<file path="src/rtl/wash_setup_fsm_pkg.sv">
// wash_setup_fsm_pkg: shared phase type, display codes and width helpers
package wash_setup_fsm_pkg;

    typedef enum logic [1:0] {BAL, MODE, DUR, DONE} phase_t;

    localparam logic [3:0] MINUS = 4'hA;
    localparam logic [3:0] BLANK = 4'hB;

    function automatic int bal_width(input int digits);
        return $clog2(10 ** digits);
    endfunction

    function automatic int mode_width(input int n_modes);
        return (n_modes < 2) ? 1 : $clog2(n_modes);
    endfunction

endpackage

</file>
<file path="src/rtl/wash_setup_fsm_bin2bcd.sv">
// bin2bcd: combinational double-dabble binary to packed BCD converter
module bin2bcd #(
    parameter int W = 8,
    parameter int D = 3
) (
    input  logic [W-1:0]   bin,
    output logic [4*D-1:0] bcd
);

    // shift binary in MSB first, adding 3 to any digit >= 5 before each shift
    always_comb begin
        bcd = '0;
        for (int i = W - 1; i >= 0; i--) begin
            for (int j = 0; j < D; j++)
                if (bcd[4*j +: 4] >= 4'd5) bcd[4*j +: 4] = bcd[4*j +: 4] + 4'd3;
            bcd = {bcd[4*D-2:0], bin[i]};
        end
    end

endmodule

</file>
<file path="src/rtl/wash_setup_fsm.sv">
// wash_setup_fsm: balance entry, mode and duration selection, then start commit
module wash_setup_fsm
    import wash_setup_fsm_pkg::*;
#(
    parameter int DIGITS   = 3,
    parameter int N_MODES  = 4,
    parameter int TICK_DIV = 66000000,
    parameter int MAX_DUR  = 20,
    parameter int PRICE    = 1,
    localparam int BW      = bal_width(DIGITS),
    localparam int MW      = mode_width(N_MODES)
) (
    input  logic                    clk,
    input  logic                    rst,
    input  logic                    en,
    input  logic [DIGITS-1:0]       sw_digit,
    input  logic                    sw_sign,
    input  logic                    sw_tens,
    input  logic                    btn_inc,
    input  logic                    btn_next,
    output logic [4*(DIGITS+1)-1:0] disp_code,
    output logic [3:0]              state_led,
    output logic [BW-1:0]           balance,
    output logic [MW-1:0]           mode,
    output logic [6:0]              duration,
    output logic                    can_start,
    output logic                    start_pulse,
    output logic                    err_led
);

    localparam int TW = (TICK_DIV > 1) ? $clog2(TICK_DIV) : 1;

    phase_t                  phase, phase_n;
    logic [DIGITS-1:0][3:0]  dig, dig_n;
    logic                    sign, sign_n;
    logic [BW-1:0]           balance_n, entry;
    logic [MW-1:0]           mode_n;
    logic [6:0]              duration_n;
    logic [7:0]              dsum;
    logic [BW+6:0]           cost;
    logic [TW-1:0]           tick, tick_n;
    logic                    wrap, pulse_r, pulse_n, err_n;
    logic                    inc_prev, next_prev, inc_e, next_e;
    logic [DIGITS:0][3:0]    disp;
    logic [4*DIGITS-1:0]     bal_bcd;
    logic [7:0]              dur_bcd;

    assign inc_e       = btn_inc & ~inc_prev;
    assign next_e      = btn_next & ~next_prev;
    assign wrap        = tick == TW'(TICK_DIV - 1);
    assign cost        = {{BW{1'b0}}, duration} * (BW+7)'(PRICE);
    assign can_start   = (duration != 7'd0) && (cost <= {7'd0, balance});
    assign dsum        = {1'b0, duration} + (sw_tens ? 8'd10 : 8'd1);
    assign state_led   = 4'b0001 << phase;
    assign start_pulse = pulse_r & en;
    assign disp_code   = disp;

    bin2bcd #(.W(BW), .D(DIGITS)) u_bal_bcd (.bin(balance), .bcd(bal_bcd));
    bin2bcd #(.W(7), .D(2)) u_dur_bcd (.bin(duration), .bcd(dur_bcd));

    // decimal value of the entry digits, units in digit 0
    always_comb begin
        entry = '0;
        for (int i = DIGITS - 1; i >= 0; i--) entry = entry * BW'(10) + BW'(dig[i]);
    end

    // state register; button history tracks the levels even while disabled
    always_ff @(posedge clk or negedge rst) begin
        if (!rst) begin
            phase     <= BAL;
            dig       <= '0;
            sign      <= 1'b0;
            balance   <= '0;
            mode      <= '0;
            duration  <= '0;
            pulse_r   <= 1'b0;
            err_led   <= 1'b0;
            tick      <= '0;
            inc_prev  <= 1'b0;
            next_prev <= 1'b0;
        end else begin
            phase     <= phase_n;
            dig       <= dig_n;
            sign      <= sign_n;
            balance   <= balance_n;
            mode      <= mode_n;
            duration  <= duration_n;
            pulse_r   <= pulse_n;
            err_led   <= err_n;
            tick      <= tick_n;
            inc_prev  <= btn_inc;
            next_prev <= btn_next;
        end
    end

    // next-state logic; confirm wins over increment in the same cycle
    always_comb begin
        phase_n    = phase;
        dig_n      = dig;
        sign_n     = sign;
        balance_n  = balance;
        mode_n     = mode;
        duration_n = duration;
        pulse_n    = 1'b0;
        err_n      = err_led;
        tick_n     = tick;
        if (en) begin
            case (phase)
                BAL: begin
                    tick_n = wrap ? '0 : tick + TW'(1);
                    if (next_e) begin
                        if (sw_digit == '0 && !sw_sign && !sign) begin
                            balance_n = entry;
                            err_n     = 1'b0;
                            phase_n   = MODE;
                        end else begin
                            dig_n  = '0;
                            sign_n = 1'b0;
                            err_n  = 1'b1;
                        end
                    end else if (wrap) begin
                        for (int i = 0; i < DIGITS; i++)
                            if (sw_digit[i]) dig_n[i] = (dig[i] == 4'd9) ? 4'd0 : dig[i] + 4'd1;
                        sign_n = sign ^ sw_sign;
                    end
                end
                MODE: begin
                    if (next_e) begin
                        duration_n = '0;
                        phase_n    = DUR;
                    end else if (inc_e) begin
                        mode_n = (mode == MW'(N_MODES - 1)) ? '0 : mode + MW'(1);
                    end
                end
                DUR: begin
                    if (next_e) begin
                        if (can_start) begin
                            pulse_n   = 1'b1;
                            balance_n = balance - cost[BW-1:0];
                            err_n     = 1'b0;
                            phase_n   = DONE;
                        end else begin
                            err_n = 1'b1;
                        end
                    end else if (inc_e) begin
                        duration_n = (dsum > 8'(MAX_DUR)) ? 7'd0 : dsum[6:0];
                    end
                end
                DONE: begin
                    if (next_e) begin
                        duration_n = '0;
                        phase_n    = MODE;
                    end
                end
                default: phase_n = BAL;
            endcase
        end
    end

    // per-phase display digit codes for the external scan driver
    always_comb begin
        disp = {(DIGITS+1){BLANK}};
        case (phase)
            BAL: begin
                disp[DIGITS-1:0] = dig;
                disp[DIGITS]     = sign ? MINUS : BLANK;
            end
            MODE: disp[0] = 4'(mode);
            DUR: begin
                disp[1:0]    = dur_bcd;
                disp[DIGITS] = 4'(mode);
            end
            DONE: disp[DIGITS-1:0] = bal_bcd;
            default: disp = {(DIGITS+1){BLANK}};
        endcase
    end

endmodule

</file>
<file path="config.mk">
export PLATFORM = sky130hd
export DESIGN_NAME = wash_setup_fsm
export DESIGN_NICKNAME = d
export VERILOG_FILES = /design/src/rtl/wash_setup_fsm_pkg.sv /design/src/rtl/wash_setup_fsm_bin2bcd.sv /design/src/rtl/wash_setup_fsm.sv
export SDC_FILE = /design/constraint.sdc
export NUM_CORES = 1
export LEC_CHECK = 0
export CORE_MARGIN = 2
export CORE_UTILIZATION = 55
export CTS_CLUSTER_DIAMETER = 30
export DETAILED_ROUTE_END_ITERATION = 7
export MAX_ROUTING_LAYER = met4
export PLACE_DENSITY = 0.79
export SLEW_MARGIN = 10
export SYNTH_ARGS = -nofsm -noshare
export SYNTH_HDL_FRONTEND = slang
export SYNTH_SLANG_ARGS = --single-unit
</file>
<file path="constraint.sdc">
create_clock -name clk -period 7.29 [get_ports clk]
set_input_delay 1.8225 -clock clk [delete_from_list [all_inputs] [get_ports clk]]
set_output_delay 1.8225 -clock clk [all_outputs]
set_load 0.02 [all_outputs]
</file>
==> out/metrics.csv <==
metric,value,unit
"most common cell after layout, fill and taps aside",nand2_1,
Final Cycle Share,101.1,%
final max-slew violation count,0,
Critical Path Max Stage Delay,410,ps
hpwl dp,13920,um
Top Family by Delay on Critical Path,compound AO/OA/AOI/OAI gates,
Placed Cells incl. Taps,1077,
DR WL met3,824,um
Slew headroom,36.94,%
pin count of the biggest net entering global routing,65,
Critical Path End Type,primary output,
RSZ-0062 raised after global routing,yes,
met2 wire length,9516,um
CTS tree,done,
WL final,19160,um
Placer Congestion,0.9395,
highest metal used,met4,
DR iter-0 viols,566,
Hold Path Class,reg -> reg,
register area,1605,um2
Post-synth EDFFs,0,
final hold viol count,0,
WP data arrival,5550,ps
clock sink total,64,
final net count,1022,
CTS Buffer Depth,2,
Bufs and invs on worst path,8,
fillers,945,
Startpoint Class,flip-flop,
CTS buffer count,9,
post-synthesis instance total,844,
Post-Layout Cell Count,1111,
MaxCap Viol Count,0,
most frequent cells in the layout,"86 x nand2_1, 66 x buf_4, 61 x dfrtp_1, 59 x ha_1, 58 x nor2_1",
ant diodes,0,
WP data required,5470,ps
Worst-Skew Late Latency,340,ps
synthesized area,6869,um2
skew final,7.362,ps
starting density of the core,56.71,%
root buffer cell,clkbuf_16,
Syn. warnings,0,
Post-Route M1 WL,8211,um
outcome,"finished, violations left",
iteration count of the initial detailed-routing pass,5,
Highest Clock Rate,135.6,MHz
clk slew on worst S/H paths,60,ps
top_reg_cell synth,dfrtp_1,
multi-input combinational cell area,5298,um2
Die ar.,13400,um2
asr flop ratio synth,100.0,%
final routed DRC violation total,0,
sequential area share after synthesis,23.32,%
Port Buffers,50,
failing checks,negative setup slack,
die height,115.8,um
vias in the first global route,6525,
Tot GR Track Use,29.73,%
Via density,6.195,
"Worst Path Class, Setup",reg -> out,
slew at the pin closest to its max-slew limit,945.9,ps
Area growth syn-to-layout,25.59,%
first-pass GRT wire length,31180,um
worst setup margin,-82.40,ps
H-tree levels,3,
Mapped Nets,928,
Ports,52,
"Avg Cell Area, Syn",8.139,um2
Core Area,12110,um2
crit-path max FO,4,
Rows,40,
number of synthesized register bits,64,
Final ANT Viol Nets,0,
"Slowest-stage cell, CP",dfrtp_2,
Fin Hold WS,493.1,ps
Worst path most repeated cell,ha_4,
Final setup viols,2,
final worst path period need,7372,ps
Vias,6883,
initial antenna violation count,0,
gr ovfl total,0,
"Distinct cells, synth",91,
layout cell share with drive strength beyond 1,19.41,%
DR WL/cell,17.25,um
Die X,115.8,um
==> metal layers <==
layer	GRT usage, %	vias to the layer above
met5	-	-
met4	11.19	0
met3	3.347	54
met2	49.47	239
met1	37.40	3322
li1	-	3268
==> repair_timing <==
action	4_1_cts	5_1_grt
endpoints found under the hold margin	0	0
pin swaps	6	27
resized for setup	36	59
setup buffers	3	15
setup endpoints to repair	9	11
hold buffers	0	0
==> cells in the mapped netlist, drive strengths merged, types with 13 or more instances <==
| cell | n | area, um2 |
|---|---|---|
| dfrtp | 64 | 1602 |
| o21ai | 57 | 285.3 |
| inv | 48 | 180.2 |
| o211ai | 13 | 126.4 |
| clkbuf | 26 | 97.59 |
| nand3 | 35 | 180.2 |
| a21o | 16 | 120.1 |
| nand2 | 87 | 326.6 |
| mux2i | 16 | 160.2 |
| xor2 | 21 | 183.9 |
| ha | 68 | 850.8 |
| nand4 | 17 | 106.4 |
| nand2b | 13 | 81.33 |
| nor2 | 64 | 250.2 |
| a21oi | 52 | 260.3 |
| xnor2 | 37 | 324.1 |
| nor3 | 20 | 105.1 |
==> logic make-up after synthesis <==
| logic type | Yosys count | share of synthesized area, % |
|---|---|---|
| AND/OR/NAND/NOR | 301 | 22.10 |
| AO/OA/AOI/OAI | 235 | 23.84 |
| buffers and inverters | 84 | 4.972 |
| adder cells (fa/ha/maj) | 74 | 14.13 |
| flip-flops | 64 | 23.32 |
| XOR/XNOR | 58 | 7.395 |
| multiplexers | 27 | 4.189 |
| other | 1 | 0.05459 |
==> flip-flops by register name, indices dropped and copies added, names as in the netlist <==
register and count:
next_prev 1, inc_prev 1, err_led 1, sign 1
mode 2, balance 10, dig 12, pulse_r 1
phase 2, tick 26, duration 7
==> stage by stage <==
step	util, %	area [um2]	setup slack (ps)	setup TNS, ps
finish	71.23	8627	-82.40	-92.76
global route	71.23	8627	-303.8	-1219
CTS	68.22	8263	-44.84	-44.84
detailed placement	65.21	7898	-195.6	-479.5
global placement	65.21	7898	29.07	0
floorplan	-	6984	30.43	0
==> final cells by class <==
type | count | area share (%)
clock inverter | 4 | 0.5946
sequential | 64 | 18.61
tap | 168 | 2.437
multi-input combinational | 696 | 61.41
timing repair buffer | 118 | 11.75
inverter | 49 | 2.234
clock buffer | 12 | 2.973
==> worst paths after layout <==
| kind | from | endpoint | slack (ps) | depth (start not counted) |
|---|---|---|---|---|
| max in group asynchronous | rst | balance[7] | 5050 | 2 |
| worst min register to register | tick[6] | tick[6] | 490 | 1 |
| worst min-delay path | tick[6] | tick[6] | 490 | 1 |
| worst max-delay path | balance[8] | disp_code[7] | -80 | 31 |
| worst max register to register | dig[9] | balance[9] | 3060 | 17 |
| min in group asynchronous | rst | tick[3] | 1660 | 2 |
Power is not shown: default switching activity piles up to over one toggle a cycle in this logic, so the estimate is an artifact.
